===== src/rtl/medyan_cok_kanal.sv =====
// Multi-lane rank-search median filter with ready/valid on both sides; windows are
// dispatched round-robin and returned in arrival order. MEDYAN_MINMAKS_EN adds mod_i (median/min/max).
module medyan_cok_kanal #(
    parameter int PIXEL_BIT = 8,
    parameter int PENCERE   = 9,
    parameter int KANAL     = 10
) (
    input  logic                         clk_i,
    input  logic                         rstn_i,
    input  logic                         etkin_i,
    output logic                         hazir_o,
    input  logic [PENCERE*PIXEL_BIT-1:0] resim_i,
    output logic                         etkin_o,
    input  logic                         hazir_i,
    output logic [PIXEL_BIT-1:0]         pixel_o
`ifdef MEDYAN_MINMAKS_EN
    ,
    input  logic [1:0]                   mod_i
`endif
);

    localparam int PW = $clog2(KANAL);
    localparam int CW = $clog2(PENCERE + 1);
    localparam int AW = $clog2(PENCERE);
    localparam logic [CW-1:0] HEDEF_MED = CW'((PENCERE - 1) / 2);
`ifdef MEDYAN_MINMAKS_EN
    localparam logic [CW-1:0] HEDEF_MAKS = CW'(PENCERE - 1);
`endif

    typedef enum logic [1:0] {
        BOS   = 2'd0,
        HESAP = 2'd1,
        DOLU  = 2'd2
    } durum_t;

    logic [PW-1:0]        r_giris;
    logic [PW-1:0]        r_cikis;
    durum_t               w_durum [KANAL];
    logic [PIXEL_BIT-1:0] w_sonuc [KANAL];
    logic                 w_kabul;
    logic                 w_birak;

    // Handshake outputs depend only on lane state and the pointers, never on etkin_i/hazir_i.
    assign hazir_o = (w_durum[r_giris] == BOS);
    assign etkin_o = (w_durum[r_cikis] == DOLU);
    assign pixel_o = etkin_o ? w_sonuc[r_cikis] : '0;
    assign w_kabul = etkin_i && hazir_o;
    assign w_birak = etkin_o && hazir_i;

    always_ff @(posedge clk_i or negedge rstn_i) begin
        if (!rstn_i) begin
            r_giris <= '0;
            r_cikis <= '0;
        end else begin
            if (w_kabul) begin
                r_giris <= (r_giris == PW'(KANAL - 1)) ? '0 : r_giris + PW'(1);
            end
            if (w_birak) begin
                r_cikis <= (r_cikis == PW'(KANAL - 1)) ? '0 : r_cikis + PW'(1);
            end
        end
    end

    genvar gi;
    generate
        for (gi = 0; gi < KANAL; gi++) begin : g_kanal
            durum_t               r_durum;
            logic [PIXEL_BIT-1:0] r_pencere [PENCERE];
            logic [AW-1:0]        r_aday;
            logic [PIXEL_BIT-1:0] r_sonuc;
            logic [PIXEL_BIT-1:0] w_aday_pix;
            logic [CW-1:0]        w_az;
            logic [CW-1:0]        w_esit;
            logic [CW-1:0]        w_hedef;
            logic                 w_bulundu;
            logic                 w_sec_giris;
            logic                 w_sec_cikis;

            assign w_sec_giris = w_kabul && (r_giris == PW'(gi));
            assign w_sec_cikis = w_birak && (r_cikis == PW'(gi));

`ifdef MEDYAN_MINMAKS_EN
            logic [1:0] r_mod;
            always_ff @(posedge clk_i) begin
                if (w_sec_giris) begin
                    r_mod <= mod_i;
                end
            end
            always_comb begin
                case (r_mod)
                    2'd1:    w_hedef = '0;
                    2'd2:    w_hedef = HEDEF_MAKS;
                    default: w_hedef = HEDEF_MED;
                endcase
            end
`else
            assign w_hedef = HEDEF_MED;
`endif

            // Rank of the current candidate: how many pixels are strictly below it and equal to it.
            always_comb begin
                w_aday_pix = r_pencere[r_aday];
                w_az       = '0;
                w_esit     = '0;
                for (int k = 0; k < PENCERE; k++) begin
                    if (r_pencere[k] < w_aday_pix) begin
                        w_az = w_az + CW'(1);
                    end
                    if (r_pencere[k] == w_aday_pix) begin
                        w_esit = w_esit + CW'(1);
                    end
                end
                w_bulundu = (w_az <= w_hedef) && (w_hedef < w_az + w_esit);
            end

            always_ff @(posedge clk_i) begin
                if (w_sec_giris) begin
                    for (int k = 0; k < PENCERE; k++) begin
                        r_pencere[k] <= resim_i[k*PIXEL_BIT +: PIXEL_BIT];
                    end
                end
            end

            always_ff @(posedge clk_i or negedge rstn_i) begin
                if (!rstn_i) begin
                    r_durum <= BOS;
                    r_aday  <= '0;
                    r_sonuc <= '0;
                end else begin
                    case (r_durum)
                        BOS: begin
                            if (w_sec_giris) begin
                                r_durum <= HESAP;
                                r_aday  <= '0;
                            end
                        end
                        HESAP: begin
                            if (w_bulundu) begin
                                r_sonuc <= w_aday_pix;
                                r_durum <= DOLU;
                            end else begin
                                r_aday <= r_aday + AW'(1);
                            end
                        end
                        DOLU: begin
                            if (w_sec_cikis) begin
                                r_durum <= BOS;
                            end
                        end
                        default: r_durum <= BOS;
                    endcase
                end
            end

            assign w_durum[gi] = r_durum;
            assign w_sonuc[gi] = r_sonuc;
        end
    endgenerate

endmodule


===== config.mk =====
export PLATFORM = sky130hd
export DESIGN_NAME = medyan_cok_kanal
export DESIGN_NICKNAME = d
export VERILOG_FILES = /design/src/rtl/medyan_cok_kanal.sv
export SDC_FILE = /design/constraint.sdc
export NUM_CORES = 2
export LEC_CHECK = 0
export ABC_CLOCK_PERIOD_IN_PS = 12600
export CAP_MARGIN = 0
export CORE_MARGIN = 4
export CORE_UTILIZATION = 60
export CTS_CLUSTER_DIAMETER = 30
export CTS_CLUSTER_SIZE = 30
export DETAILED_ROUTE_END_ITERATION = 10
export PLACE_DENSITY = 0.77
export SLEW_MARGIN = 20
export SYNTH_ARGS = -nofsm -noshare
export SYNTH_HDL_FRONTEND = slang
export SYNTH_SLANG_ARGS = --single-unit

===== constraint.sdc =====
create_clock -name clk_i -period 12.6 [get_ports clk_i]
set_input_delay 3.78 -clock clk_i [delete_from_list [all_inputs] [get_ports clk_i]]
set_output_delay 3.78 -clock clk_i [all_outputs]
set_load 0.02 [all_outputs]

==> results.cfg <==
[timing]
clock.fmax_mhz = 91.30
period_share = 0.8693
slew_viol_final = 0
tightest_slew_ns = 1.215
setup_viol = 0
hold_viol_final = 0
rsz0062_at_grt = false
skew_ns = 0.03448
min_period_ns = 10.95
finalSetupTns_ns = 0
slew_headroom = 0.1839

[synth]
synthCells = 5448
syn_area_per_cell_sq_um = 11.55
synthesis.nets = 6452
synth_area_leader_cell = edfxtp_1
ys_top_cells_by_area = edfxtp_1 34%, ha_1 18%, mux4_2 6.4%
synth.distinct_cells = 110
synth_edf_count = 720
syn_area_sq_mm = 0.06293
yosys.area.top_type_share = 0.3436
synth_ff_type = edfxtp_1
ys_seq_elements = 868
yosys_warnings = 0
ys_async_sr_fraction = 0.1705
ys_seq_area_frac = 0.4024

[critical_path]
criticalPathCategory = flip-flop to flip-flop
cp-end-kind = flip-flop
critPathBufInv = 5
path_max_fanout = 14
critPathLaunchType = flip-flop
reg2reg_from = g_kanal[1].r_aday[0]$_DFFE_PN0P_
crit_path_top_delay_cell = a21oi_1
worstPathRequired_ns = 13.26
startpoint = g_kanal[1].r_aday[0]$_DFFE_PN0P_
cpLargestDelayFamily = compound AO/OA/AOI/OAI gates
cpMostUsedCell = ha_1
slowest_delay_ns = 0.86
cp.arrival_ns = 11.62

[route]
drt_first_iter_violations = 7186
vias_per_cell = 6.661
wl_microns = 201200
drt_pass1_iterations = 6
post_drt_wl_per_cell_microns = 27.32
ant_nets = 0
drc_errors = 0
vias = 49052

[finish]
stdcell_area_sq_mm = 0.07280
stdcell_count = 7364
finalNetCount = 6770
postLayoutCoreUtil = 0.7014
syn_to_final_growth_pct = 15.69
drive_above_1_share = 0.1413

[global_route]
grt_pass1_vias = 46945
antenna_found_initial = 50
overflow = 0
grt_pass1_wl_microns = 294400
grt_usage = 0.3569
grt_max_degree = 77

[placed_design]
placed_area_sq_mm = 0.06630
numPlacedInstances = 6963
gp_congestion = 0.9746
portBuffers = 85
dp_hpwl_microns = 136800

[clocking]
cts.sinks = 868
htreeDepth = 4
insertion_delay_ns = 0.78
clkTransAtPathRegs_ns = 0.06
cts_root_buf = clkbuf_16
cts.repair.resized = 0
cts_tree = yes
postCtsSetupBuffers = 0
cts_buffer_depth = 3
hold_buffers = 0
numCtsBuffers = 181

[status]
status = completed

[die]
die_h_microns = 331.9
io_pins = 86
die_w_microns = 331.9
initial_core_util = 0.6063
die_area_sq_mm = 0.1101
row_count = 118
core_region_area_sq_mm = 0.1038

[worst_hold_path]
hp-class = flip-flop to flip-flop
hold_path_startpoint = g_kanal[9].r_sonuc[7]$_DFFE_PN0P_

[flow_run]
max_cap_viol_count = 0
## flip-flops by register name, summed over array words and instances, names as in the netlist
name / flops
g_kanal.r_pencere: 720
g_kanal.r_sonuc: 80
g_kanal.r_aday: 40
g_kanal.r_durum: 20
r_cikis: 4
r_giris: 4
## cells by family after synthesis
kind of cell	count (synthesis)	share of synthesized area
buf+inv	460	0.02768
compound gates	1027	0.1041
fa+ha+maj	929	0.1859
mux	415	0.1031
simple gates	1385	0.1154
flops	868	0.4024
xor+xnor	364	0.06144
## cell usage after synthesis, types with 13 or more instances
cell      instances
a211o_1          14
a211oi_1         20
a21o_1          177
a21oi_1         324
a31oi_1          29
and2_1           37
and3_1           21
and4_1           18
buf_1            16
clkbuf_1         88
dfrtp_1         148
edfxtp_1        720
ha_1            918
inv_1           348
mux2_2           59
mux2i_1         173
mux4_2          180
nand2_1         294
nand2b_1         79
nand3_1         100
nand3b_1         17
nand4_1         200
nor2_1          286
nor2b_1         109
nor3_1           77
nor4_1           16
o211ai_1         51
o21a_1           52
o21ai_0         186
o21bai_1         13
o22ai_1          21
or2_2            41
or3_1            32
xnor2_1         200
xnor3_1          28
xor2_1          112
## per-layer routing
metal	track usage	wire, microns	part of all wire
met1	0.4710	74130	0.37
met2	0.5253	87440	0.43
met5	0	39	0.00019
met3	0.09260	26700	0.13
met4	0.2291	12870	0.064
## area by class of cell
class,instances,area (sq um)
Antenna cell,61,152.6
Fill cell,7041,30990
Sequential cell,868,25330
Tap cell,1380,1727
Clock buffer,197,4716
Inverter,349,1310
Multi-Input combinational cell,4120,35900
Clock inverter,143,1617
Timing Repair Buffer,246,2056
## path summary, 6_finish.rpt
check,endpoint,slack (ns),cells past startpoint
max in group asynchronous,g_kanal[3].r_aday[0]$_DFFE_PN0P_,7.91,2
min reg2reg,g_kanal[9].r_sonuc[7]$_DFFE_PN0P_,0.48,1
min in group asynchronous,g_kanal[5].r_aday[2]$_DFFE_PN0P_,3.05,1
min,g_kanal[9].r_sonuc[7]$_DFFE_PN0P_,0.48,1
max reg2reg,g_kanal[1].r_sonuc[0]$_DFFE_PN0P_,1.65,41
max,g_kanal[1].r_sonuc[0]$_DFFE_PN0P_,1.65,41
## metrics by stage
step                      hold slack [ns]  worst slack, ns
after floorplan                    0.4453            2.085
after global placement             0.4698            2.183
after detailed placement           0.4721            1.874
after CTS                          0.4861            1.787
after global routing               0.4992            1.047
final                              0.4822            1.647
## cell usage in the layout, fill, tap and decap left out, drive strengths merged, types with 114 or more instances in the layout
cell    count
o21ai     198
a21o      177
edfxtp    720
xor2      114
mux2i     173
a21oi     325
xnor2     210
clkbuf    197
buf       163
nand2     297
dfrtp     148
nor2      288
nand4     205
ha        918
mux4      180
inv       396
Power is not shown: default switching activity piles up to over one toggle a cycle in this logic, so the estimate is an artifact.
